### config.mk
export PLATFORM = sky130hd
export DESIGN_NAME = control_unit
export DESIGN_NICKNAME = d
export VERILOG_FILES = /design/src/rtl/cpu_pkg.sv /design/src/rtl/reg_select.sv /design/src/rtl/control_unit.sv
export SDC_FILE = /design/constraint.sdc
export NUM_CORES = 1
export LEC_CHECK = 0
export ABC_AREA = 0
export BUFFER_PORTS_ARGS = -buffer_cell sky130_fd_sc_hd__buf_2
export CAP_MARGIN = 20
export CORE_AREA = 2 2 75 48
export DETAILED_ROUTE_END_ITERATION = 8
export DIE_AREA = 0 0 77 50
export PLACE_DENSITY = 0.83
export REMOVE_ABC_BUFFERS = 1
export SLEW_MARGIN = 20
export SYNTH_ARGS = -nofsm -noshare
export SYNTH_HDL_FRONTEND = slang
export SYNTH_SLANG_ARGS = --single-unit
### constraint.sdc
create_clock -name Clock -period 2.3 [get_ports Clock]
set_input_delay 0 -clock Clock [delete_from_list [all_inputs] [get_ports Clock]]
set_output_delay 0 -clock Clock [all_outputs]
set_load 0.1 [all_outputs]
### src/rtl/cpu_pkg.sv
// Shared encodings for the hardwired controller: opcodes, IR fields,
// FSM states and a small opcode classifier.
package cpu_pkg;

  localparam int NUM_REGS = 16;
  localparam int OP_W     = 5;

  localparam int IR_OP_MSB = 31;
  localparam int IR_OP_LSB = 27;
  localparam int IR_RA_MSB = 26;
  localparam int IR_RA_LSB = 23;
  localparam int IR_RB_MSB = 22;
  localparam int IR_RB_LSB = 19;
  localparam int IR_RC_MSB = 18;
  localparam int IR_RC_LSB = 15;

  localparam logic [OP_W-1:0] OP_ADD  = 5'b00011;
  localparam logic [OP_W-1:0] OP_SUB  = 5'b00100;
  localparam logic [OP_W-1:0] OP_AND  = 5'b00101;
  localparam logic [OP_W-1:0] OP_OR   = 5'b00110;
  localparam logic [OP_W-1:0] OP_ROR  = 5'b00111;
  localparam logic [OP_W-1:0] OP_ROL  = 5'b01000;
  localparam logic [OP_W-1:0] OP_SHR  = 5'b01001;
  localparam logic [OP_W-1:0] OP_SHRA = 5'b01010;
  localparam logic [OP_W-1:0] OP_SHL  = 5'b01011;
  localparam logic [OP_W-1:0] OP_MUL  = 5'b01111;
  localparam logic [OP_W-1:0] OP_DIV  = 5'b10000;
  localparam logic [OP_W-1:0] OP_NEG  = 5'b10001;
  localparam logic [OP_W-1:0] OP_NOT  = 5'b10010;
  localparam logic [OP_W-1:0] OP_NOP  = 5'b11010;
  localparam logic [OP_W-1:0] OP_HALT = 5'b11011;

  typedef enum logic [3:0] {
    RESET, T0, T1, T2, T3, T4, T5, T6, HALT
  } state_t;

  typedef enum logic [2:0] {
    CLS_NONE, CLS_ALU3, CLS_MULDIV, CLS_UNARY, CLS_HALT
  } op_class_t;

  // nop and every undefined opcode fall into CLS_NONE
  function automatic op_class_t op_class(input logic [OP_W-1:0] op);
    case (op)
      OP_ADD, OP_SUB, OP_AND, OP_OR, OP_ROR,
      OP_ROL, OP_SHR, OP_SHRA, OP_SHL: return CLS_ALU3;
      OP_MUL, OP_DIV:                  return CLS_MULDIV;
      OP_NEG, OP_NOT:                  return CLS_UNARY;
      OP_HALT:                         return CLS_HALT;
      default:                         return CLS_NONE;
    endcase
  endfunction

endpackage

### src/rtl/reg_select.sv
// One-hot GPR select: picks Ra/Rb/Rc from IR and turns it
// into load (reg_in) and drive (reg_out) enables.
module reg_select
  import cpu_pkg::*;
#(
  parameter int REG_COUNT = NUM_REGS
) (
  input  logic [31:0]          IR,
  input  logic                 gra,
  input  logic                 grb,
  input  logic                 grc,
  input  logic                 rin,
  input  logic                 rout,
  output logic [REG_COUNT-1:0] reg_in,
  output logic [REG_COUNT-1:0] reg_out
);

  logic [3:0]           sel;
  logic [REG_COUNT-1:0] onehot;
  logic                 unused_ir;

  assign unused_ir = ^{IR[IR_OP_MSB:IR_OP_LSB], IR[IR_RC_LSB-1:0]};

  always_comb begin
    sel = '0;
    unique case (1'b1)
      gra:     sel = IR[IR_RA_MSB:IR_RA_LSB];
      grb:     sel = IR[IR_RB_MSB:IR_RB_LSB];
      grc:     sel = IR[IR_RC_MSB:IR_RC_LSB];
      default: sel = '0;
    endcase
  end

  assign onehot  = REG_COUNT'(1) << sel;
  assign reg_in  = rin  ? onehot : '0;
  assign reg_out = rout ? onehot : '0;

endmodule

### src/rtl/control_unit.sv
// Hardwired Moore controller for fetch and register-register execute.
// Strobes are a decode of the state register (and IR), so reset clears them at once.
module control_unit
  import cpu_pkg::*;
#(
  parameter int REG_COUNT = NUM_REGS,
  parameter int OPCODE_W  = OP_W
) (
  input  logic                 Clock,
  input  logic                 Clear_n,
  input  logic [31:0]          IR,
  input  logic                 Stop,
  output logic                 Run,
  output logic [REG_COUNT-1:0] reg_in,
  output logic [REG_COUNT-1:0] reg_out,
  output logic                 PCout,
  output logic                 Zhighout,
  output logic                 Zlowout,
  output logic                 MDRout,
  output logic                 HIout,
  output logic                 LOout,
  output logic                 PCin,
  output logic                 MARin,
  output logic                 MDRin,
  output logic                 IRin,
  output logic                 Yin,
  output logic                 Zin,
  output logic                 HIin,
  output logic                 LOin,
  output logic                 IncPC,
  output logic                 Read,
  output logic [OPCODE_W-1:0]  opcode
);

  state_t          state;
  state_t          state_nxt;
  state_t          fin;
  logic            stop_flag;
  logic [OP_W-1:0] op;
  op_class_t       cls;
  logic            is_alu3;
  logic            is_muldiv;
  logic            is_unary;
  logic            is_halt;
  logic            gra, grb, grc, rin, rout;
  logic [OP_W-1:0] alu_op;

  assign op        = IR[IR_OP_MSB:IR_OP_LSB];
  assign cls       = op_class(op);
  assign is_alu3   = (cls == CLS_ALU3);
  assign is_muldiv = (cls == CLS_MULDIV);
  assign is_unary  = (cls == CLS_UNARY);
  assign is_halt   = (cls == CLS_HALT);

  // a pending Stop turns the instruction boundary into HALT
  assign fin = stop_flag ? HALT : T0;

  always_comb begin
    state_nxt = state;
    unique case (state)
      RESET: state_nxt = T0;
      T0:    state_nxt = T1;
      T1:    state_nxt = T2;
      T2: begin
        unique case (1'b1)
          is_halt:                        state_nxt = HALT;
          is_alu3 || is_muldiv || is_unary: state_nxt = T3;
          default:                        state_nxt = fin;
        endcase
      end
      T3:    state_nxt = T4;
      T4:    state_nxt = is_unary ? fin : T5;
      T5:    state_nxt = is_muldiv ? T6 : fin;
      T6:    state_nxt = fin;
      HALT:  state_nxt = HALT;
      default: state_nxt = RESET;
    endcase
  end

  always_ff @(posedge Clock or negedge Clear_n) begin
    if (!Clear_n) begin
      state     <= RESET;
      stop_flag <= 1'b0;
    end else begin
      state     <= state_nxt;
      stop_flag <= stop_flag | Stop;
    end
  end

  always_comb begin
    {PCout, Zhighout, Zlowout, MDRout, HIout, LOout} = '0;
    {PCin, MARin, MDRin, IRin, Yin, Zin, HIin, LOin} = '0;
    {IncPC, Read, gra, grb, grc, rin, rout}          = '0;
    alu_op = '0;
    Run    = (state != RESET) && (state != HALT);
    unique case (state)
      T0: begin
        PCout = 1'b1; MARin = 1'b1;
        IncPC = 1'b1; PCin  = 1'b1;
      end
      T1: begin
        Read = 1'b1; MDRin = 1'b1;
      end
      T2: begin
        MDRout = 1'b1; IRin = 1'b1;
      end
      T3: begin
        unique case (1'b1)
          is_muldiv: begin
            gra = 1'b1; rout = 1'b1; Yin = 1'b1;
          end
          is_unary: begin
            grb = 1'b1; rout = 1'b1;
            alu_op = op; Zin = 1'b1;
          end
          is_alu3: begin
            grb = 1'b1; rout = 1'b1; Yin = 1'b1;
          end
          default: ;
        endcase
      end
      T4: begin
        unique case (1'b1)
          is_unary: begin
            Zlowout = 1'b1; gra = 1'b1; rin = 1'b1;
          end
          is_muldiv: begin
            grb = 1'b1; rout = 1'b1;
            alu_op = op; Zin = 1'b1;
          end
          is_alu3: begin
            grc = 1'b1; rout = 1'b1;
            alu_op = op; Zin = 1'b1;
          end
          default: ;
        endcase
      end
      T5: begin
        Zlowout = 1'b1;
        unique case (1'b1)
          is_muldiv: LOin = 1'b1;
          is_alu3: begin
            gra = 1'b1; rin = 1'b1;
          end
          default: ;
        endcase
      end
      T6: begin
        Zhighout = 1'b1; HIin = 1'b1;
      end
      default: ;
    endcase
  end

  assign opcode = OPCODE_W'(alu_op);

  reg_select #(
    .REG_COUNT(REG_COUNT)
  ) u_reg_select (
    .IR      (IR),
    .gra     (gra),
    .grb     (grb),
    .grc     (grc),
    .rin     (rin),
    .rout    (rout),
    .reg_in  (reg_in),
    .reg_out (reg_out)
  );

endmodule

==> run summary, run 1 <==
RD Place Congestion -> 1.05
Main synth FF type -> dfrtp_1
Inserted Clock Buffers -> 3
failing step -> 4_1_cts
Max Buffers Root-to-Sink -> 2
htree depth -> 1
sequential share of the synthesized area -> 10.1%
Die H -> 50 um
Yosys reg bits -> 5
Run Error -> [ERROR DPL-0038] Utilization greater than 100%, impossible to legalize
cts hold-fix bufs -> 2
Synth Instances -> 175
Sink Count -> 5
number of synthesized flops with an enable pin -> 0
outcome -> stopped before the end
DIE WIDTH -> 77 um
clk root buf -> clkbuf_8
Resized cells post-CTS -> 84
postcts setup bufs -> 14
Starting Density -> 39.3%
Top Ports -> 89
num rows -> 16
syn_area_per_cell -> 7.10 um^2
yosys warns -> 0
detailed placement HPWL -> 5.17 mm
IO Port Bufs -> 71
Syn Std Cell Area -> 0.00124 mm^2
Unique masters post-synth -> 56
share of async-settable or async-resettable flops after synthesis -> 100%
## per-stage QoR
stage	setup WS [ns]	utilization [%]	instance area [um^2]	instances	setup TNS (ns)
2_1_floorplan	-9.67	-	1090	153	-153.42
3_3_place_gp	-0.265	83.3	2630	336	-5.71
3_5_place_dp	-0.478	83.3	2630	336	-12.24
## kinds of logic after synthesis
| kind of cell | Yosys count | synth area share (%) |
|---|---|---|
| DFF | 5 | 10.1 |
| and+or+nand+nor | 100 | 48.1 |
| AOI/OAI and AO/OA | 43 | 26.9 |
| other | 1 | 0.302 |
| adders and majority gates | 2 | 2.01 |
| buffers and inverters | 24 | 12.6 |
## cell usage after synthesis, types with 2 or more instances
| cell type | instances | area share (%) |
|---|---|---|
| nand4b_1 | 2 | 1.4 |
| nor2b_1 | 5 | 2.5 |
| o21ai_0 | 7 | 2.8 |
| buf_2 | 5 | 2.0 |
| and3_1 | 2 | 1.0 |
| dfrtp_1 | 5 | 10 |
| a221o_1 | 3 | 2.4 |
| buf_6 | 4 | 3.6 |
| clkbuf_1 | 5 | 1.5 |
| buf_4 | 8 | 4.8 |
| nor4_1 | 35 | 18 |
| ha_1 | 2 | 2.0 |
| o211ai_1 | 2 | 1.2 |
| or3b_2 | 2 | 1.4 |
| a21o_1 | 2 | 1.2 |
| nor3_1 | 4 | 1.6 |
| and2_1 | 6 | 3.0 |
| nand3_1 | 6 | 2.4 |
| a21oi_1 | 6 | 2.4 |
| o21a_1 | 2 | 1.2 |
| nand2_1 | 10 | 3.0 |
| a211oi_1 | 2 | 1.2 |
| a221oi_2 | 3 | 3.6 |
| nor2_1 | 11 | 3.3 |
| a21boi_0 | 2 | 1.2 |
| or4_1 | 2 | 1.2 |
| a22oi_1 | 3 | 1.8 |
==> run 2, diff against run 1 <==
CORE_AREA = 2 2 66 68   (was 2 2 75 48)
DIE_AREA = 0 0 68 70   (was 0 0 77 50)
PLACE_DENSITY = default   (was 0.83)
PLACE_DENSITY_LB_ADDON = 0.15   (was default)
==> run 2 against run 1 <==
  * The flow now finishes, with violations (negative setup slack)
  * Synthesized cell count unchanged
  * Synthesized area unchanged
==> run summary, run 2 <==
switching power -> 1.44 mW
Worst Slack Setup Final -> -0.324 ns
htree depth -> 1
CP startpoint -> IR[31]
Slew Viols, Final -> 0
Synth Instances -> 175
commonest non-fill, non-tap cells in the layout -> 50 x buf_4, 45 x buf_12, 30 x buf_2, 26 x nor4_4
Peak Freq -> 0.381 GHz
most frequent CP cell -> buf_4
pin count of the biggest net entering global routing -> 17
largest cells by area after synthesis -> nor4_1 18%, dfrtp_1 10%, buf_4 4.8%
Power Dens Cells -> 667 mW/mm^2
most common cell in the synthesized netlist -> nor4_1
Area growth syn-to-layout -> 171%
Die H -> 70 um
Largest regs -> state: 4 flops, stop_flag: 1 flops
final setup skew -> 0.00476 ns
Comb pwr share -> 84.6%
detailed placement HPWL -> 3.76 mm
Wirelength per Cell -> 18.8 um
area share of the largest cell type after synthesis -> 17.6%
sequential share of power -> 8.0%
IO Port Bufs -> 71
commonest non-fill, non-tap cell in the layout -> buf_4
Yosys reg bits -> 5
DIE WIDTH -> 68 um
GRT Util Overall -> 24.4%
Largest register FFs -> 4
HP Class -> input pin to async pin
leading area contributor after synthesis -> nor4_1
Hold Vio Cnt, Final -> 0
Clock transition at path regs -> 0.04 ns
Worst Path Required -> 2.30 ns
clock power share -> 7.3%
core area -> 0.00414 mm^2
# DRC -> 0
Vias/cell -> 5.82
Worst-Margin Slew -> 0.587 ns
router iterations before antenna repair -> 4
TritonCTS clock tree -> done
total grt overflow -> 0
first-pass GRT wire length -> 9.34 mm
sequential share of the synthesized area -> 10.1%
Tcrit/Tclk final -> 114%
Crit path largest cell delay -> 0.42 ns
critical setup path kind -> input pin to primary output
worst path cell trace -> buf_2 > buf_4 > or3b_1 > o31ai_4 > nand4b_1 > o31ai_4 > buf_4 > a221o_1 > buf_12 > nor4_2 > buf_4 > buf_12
reg-to-reg startpoint -> state[1]
clk root buf -> clkbuf_8
number of global-route vias before repair -> 1874
commonest cells in the netlist -> 35 x nor4_1, 11 x nor2_1, 10 x nand2_1, 8 x buf_4, 7 x o21ai_0
CP Capture Type -> primary output
RD Place Congestion -> 0.943
Max Buffers Root-to-Sink -> 2
Main synth FF type -> dfrtp_1
num rows -> 24
initial antenna violation count -> 0
unrepaired setup endpoints after global routing -> true
vias after detailed routing -> 2001
Static Leak -> 1.29 nW
Unique masters post-synth -> 56
Sw Share -> 64.0%
layout cells sized above 1 -> 70.5%
Sink Count -> 5
Top Ports -> 89
crit path max fanout -> 16
Routed Antenna Nets -> 0
Starting Density -> 30.0%
utilization after layout -> 81.2%
yosys warns -> 0
number of synthesized flops with an enable pin -> 0
Layout Nets -> 330
internal power -> 0.807 mW
Top reg by flops -> state
slew margin rel. -> 60.9%
worst-case hold slack -> 0.112 ns
max-capacitance violation count -> 0
clock latency on the worst-skew pair -> 0.23 ns
crit path time final -> 2.62 ns
Inserted Clock Buffers -> 3
syn_area_per_cell -> 7.10 um^2
diode count -> 0
First DRT Iteration DRCs -> 111
failing checks -> negative setup slack
WP data arrival -> 2.62 ns
maximum vdd drop -> 1.16 mV
Syn Std Cell Area -> 0.00124 mm^2
critical path launch point type -> input pin
CP max stage cell -> or3b_1
WL final -> 6.48 mm
share of async-settable or async-resettable flops after synthesis -> 100%
outcome -> finished with violations
Die Area -> 0.00476 mm^2
Finish-stage setup viols -> 32
==> run 2: cell counts after synthesis <==
Identical to the previous run, type by type.
==> run 2: cells by family (layout without fill, tap and decap cells) <==
group | count (synthesis) | after routing | share of synthesized area, %
AO/OA/AOI/OAI | 43 | 43 | 26.9
adder cells (fa/ha/maj) | 2 | 2 | 2.01
buffers and inverters | 24 | 140 | 12.6
flip-flops | 5 | 5 | 10.1
other | 1 | 2 | 0.302
AND/OR/NAND/NOR | 100 | 100 | 48.1
==> run 2: path summary, 6_finish.rpt <==
| path | slack (ns) | to | depth (start not counted) |
|---|---|---|---|
| setup / recovery | -0.32 | reg_out[8] | 12 |
| hold / removal | 0.11 | state[0] | 2 |
| setup reg to reg | 0.70 | state[0] | 6 |
| hold reg to reg | 0.54 | state[0] | 1 |
| max in group asynchronous | 2.05 | state[0] | 2 |
| min in group Clock | 0.44 | opcode[1] | 3 |
==> run 2: power by group through the flow <==
stage               Sequential [mW]  Combinational, mW  Clock (mW)
finish                        0.180               1.90       0.165
global route                  0.187               1.99       0.178
floorplan                     0.222              0.872           0
global placement              0.160               1.63           0
CTS                           0.174               1.81       0.165
detailed placement            0.160               1.64           0
==> run 2: repair_timing <==
action,in CTS,in global routing
setup buffers,12,6
setup endpoints to repair,37,38
hold buffers,2,0
endpoints found under the hold margin,6,0
resized for setup,75,38
pin swaps,8,13
==> run 2: routing by layer <==
layer	vias up	track usage, %	wire length [um]
li1	927	-	-
met1	970	30.2	2540
met2	89	43.8	3430
met3	15	3.22	394
met4	0	4.89	125
met5	-	0	0
==> run 2: metrics by stage <==
stage,cell area (um^2),total power [mW],setup slack (ns),instances,setup TNS (ns)
floorplan,1090,1.09,-9.67,153,-153.42
global placement,2480,1.79,-0.573,321,-16.78
detailed placement,2480,1.80,-0.591,321,-17.12
CTS,3100,2.15,-0.207,339,-5.32
global route,3360,2.35,-0.441,344,-10.11
finish,3360,2.24,-0.324,344,-6.72
==> run 2: worst max-delay path, delay by kind of cell <==
family	cells	cell delay, ns
buffers and inverters	6	0.98
AND/OR/NAND/NOR	3	0.98
AO/OA/AOI/OAI	3	0.65
==> run 2: final cells by class <==
class / instances / area (um^2)
Clock inverter: 1 / 5.00
Sequential cell: 5 / 126
Fill cell: 237 / 779
Tap cell: 52 / 65.1
Inverter: 1 / 3.75
Clock buffer: 3 / 41.3
Timing Repair Buffer: 135 / 1540
Multi-Input combinational cell: 147 / 1590
No activity file was read; power rests on OpenSTA's default activity.
==> run 3, diff against run 2 <==
BUFFER_PORTS_ARGS = default   (was -buffer_cell sky130_fd_sc_hd__buf_2)
DONT_BUFFER_PORTS = 1   (was default)
==> run 3 against run 2 <==
  * The flow still finishes with violations (negative setup slack)
  * Combinational power grew 22%
  * Register-to-register slack lost 0.11 ns
  * Die area is the same
  * Critical endpoint is now reg_out[14]
==> run summary, run 3 (synthesis gave the netlist of run 2 again) <==
outcome -> finished with violations
failing checks -> negative setup slack
Die Area -> 0.00476 mm^2
clk root buf -> clkbuf_8
Design Power -> 2.67 mW
vias after detailed routing -> 1942
Power Dens Cells -> 738 mW/mm^2
utilization after layout -> 87.1%
core area -> 0.00414 mm^2
Area growth syn-to-layout -> 191%
Die H -> 70 um
router iterations before antenna repair -> 4
First DRT Iteration DRCs -> 106
# DRC -> 0
worst path cell trace -> buf_4 > nor2b_1 > o21ai_0 > buf_4 > nor2_1 > buf_4 > a221oi_2 > buf_12 > nor4_4 > clkbuf_16
Worst-Margin Slew -> 0.730 ns
CP top delay family -> buffers and inverters
Starting Density -> 30.0%
Wirelength per Cell -> 22.4 um
layout cells sized above 1 -> 66.5%
Finish-stage setup viols -> 32
worst-case hold slack -> 0.0790 ns
Worst Path Required -> 2.30 ns
HP Class -> input pin to async pin
RD Place Congestion -> 0.958
final setup skew -> 0.00435 ns
diode count -> 0
GRT Util Overall -> 26.2%
placed insts -> 292
Clock transition at path regs -> 0.04 ns
Hold Vio Cnt, Final -> 0
commonest non-fill, non-tap cells in the layout -> 40 x buf_4, 37 x clkbuf_16, 30 x nor4_4, 15 x buf_12, 10 x nand2_1
first-pass GRT wire length -> 9.91 mm
WP data arrival -> 2.63 ns
Peak Freq -> 0.380 GHz
IO Port Bufs -> 0
detailed placement HPWL -> 4.39 mm
Worst Slack Setup Final -> -0.333 ns
crit path time final -> 2.63 ns
Static Leak -> 1.30 nW
most frequent CP cell -> buf_4
design area -> 0.00361 mm^2
WP buf/inv -> 5
Vias/cell -> 6.22
CP Capture Type -> primary output
unrepaired setup endpoints after global routing -> true
crit path max fanout -> 16
Routed Antenna Nets -> 0
DIE WIDTH -> 68 um
maximum vdd drop -> 1.16 mV
Crit path largest cell delay -> 0.41 ns
Layout Nets -> 298
Setup WS pre-CTS -> -0.261 ns
WL final -> 6.98 mm
critical setup path kind -> flip-flop to primary output
num rows -> 24
number of global-route vias before repair -> 1948
Largest register FFs -> 4
commonest non-fill, non-tap cell in the layout -> buf_4
Sink Count -> 5
Tcrit/Tclk final -> 114%
Largest regs -> state: 4 flops, stop_flag: 1 flops
Slew Viols, Final -> 0
max-capacitance violation count -> 0
area post-placement -> 0.00298 mm^2
clock latency on the worst-skew pair -> 0.22 ns
Top Ports -> 89
initial antenna violation count -> 0
Final Non-Filler Cells -> 312
Top reg by flops -> state
Max Buffers Root-to-Sink -> 2
total grt overflow -> 0
pin count of the biggest net entering global routing -> 17
slew margin rel. -> 51.0%
htree depth -> 1
Fin Setup TNS -> -8.17 ns
CP max stage cell -> dfrtp_1
TritonCTS clock tree -> done
critical path launch point type -> flip-flop
Inserted Clock Buffers -> 3
[run 3: where the power goes]
group | switching (mW) | internal, mW | leakage (nW)
logic | 1.45 | 0.868 | 1.22
registers | 0.0562 | 0.127 | 0.0571
clock network | 0.0457 | 0.119 | 0.0228
total | 1.55 | 1.11 | 1.30
[run 3: timing repair]
item	in CTS	in global routing
buffers inserted	4	8
endpoints found under the setup margin	32	32
pin swaps	14	15
cloned	1	1
endpoints found under the hold margin	6	0
hold buffers	2	0
gates resized for setup	46	17
[run 3: final cells by class]
cell class / instances / area, um^2
Clock buffer: 4 / 45.0
Tap cell: 52 / 65.1
Timing Repair Buffer: 103 / 1770
Fill cell: 192 / 533
Inverter: 1 / 3.75
Multi-Input combinational cell: 147 / 1600
Sequential cell: 5 / 128
[run 3: final timing paths]
kind | depth (start not counted) | startpoint | slack [ns] | endpoint
min in group Clock | 3 | IR[30] | 0.22 | state[0]
max | 10 | state[3] | -0.33 | reg_out[14]
max reg2reg | 7 | state[0] | 0.59 | state[3]
min | 1 | Clear_n | 0.08 | stop_flag
max in group asynchronous | 1 | Clear_n | 1.99 | state[1]
min reg2reg | 1 | stop_flag | 0.56 | state[0]
[run 3: metal layers]
metal | wire (um) | track usage [%] | vias to the layer above
met5 | 0 | 0 | -
met4 | 199 | 8.00 | 0
met3 | 588 | 6.12 | 20
met2 | 3630 | 45.2 | 110
met1 | 2570 | 31.2 | 950
li1 | - | - | 862
==> run 4, diff against run 3 <==
CORE_AREA = 2 2 63 65   (was 2 2 66 68)
DIE_AREA = 0 0 65 67   (was 0 0 68 70)
==> run 4 against run 3 <==
  * The run now fails in 5_1_grt
  * Synthesized cell count did not move
  * Synthesized area stayed put
==> run summary, run 4 <==
sequential share of the synthesized area -> 10.1%
area share of the largest cell type after synthesis -> 17.6%
Synth Instances -> 175
most common cell in the synthesized netlist -> nor4_1
yosys warns -> 0
outcome -> stopped before the end
detailed placement HPWL -> 4.72 mm
largest cells by area after synthesis -> nor4_1 18%, dfrtp_1 10%, buf_4 4.8%
Unique masters post-synth -> 56
Run Error -> [ERROR DPL-0038] Utilization greater than 100%, impossible to legalize
Main synth FF type -> dfrtp_1
clk root buf -> clkbuf_8
leading area contributor after synthesis -> nor4_1
DIE WIDTH -> 65 um
Yosys reg bits -> 5
IO Port Bufs -> 0
failing step -> 5_1_grt
Syn Std Cell Area -> 0.00124 mm^2
Starting Density -> 34.5%
htree depth -> 1
GRT worst endpoint -> reg_in[10]
Die H -> 67 um
share of async-settable or async-resettable flops after synthesis -> 100%
syn_area_per_cell -> 7.10 um^2
Inserted Clock Buffers -> 3
worst_ep kind -> top-level output
num rows -> 22
RD Place Congestion -> 0.965
pin count of the biggest net entering global routing -> 17
number of synthesized flops with an enable pin -> 0
commonest cells in the netlist -> 35 x nor4_1, 11 x nor2_1, 10 x nand2_1, 8 x buf_4, 7 x o21ai_0
Sink Count -> 5
Top Ports -> 89
Max Buffers Root-to-Sink -> 2
run 4: cell counts after synthesis:
Identical to the previous run, type by type.
run 4: kinds of logic after synthesis:
| logic type | Yosys count | share of synthesized area (%) |
|---|---|---|
| buffers and inverters | 24 | 12.6 |
| AO/OA/AOI/OAI | 43 | 26.9 |
| adder cells (fa/ha/maj) | 2 | 2.01 |
| other | 1 | 0.302 |
| flip-flops | 5 | 10.1 |
| AND/OR/NAND/NOR | 100 | 48.1 |
run 4: what timing repair did:
item | in CTS
buffers inserted | 8
gates cloned | 0
setup endpoints to repair | 37
hold buffers | 2
pin swaps | 8
gates resized for setup | 51
hold endpoints to repair | 6
run 4: through the flow:
step	TNS, ns	hold slack, ns	instances	setup WS, ns	area [um^2]
after detailed placement	-14.72	-0.296	291	-0.521	2980
after floorplan	-153.42	-0.296	153	-9.67	1090
after CTS	-6.28	0.0685	305	-0.254	3460
after global placement	-8.31	-0.295	291	-0.304	2980
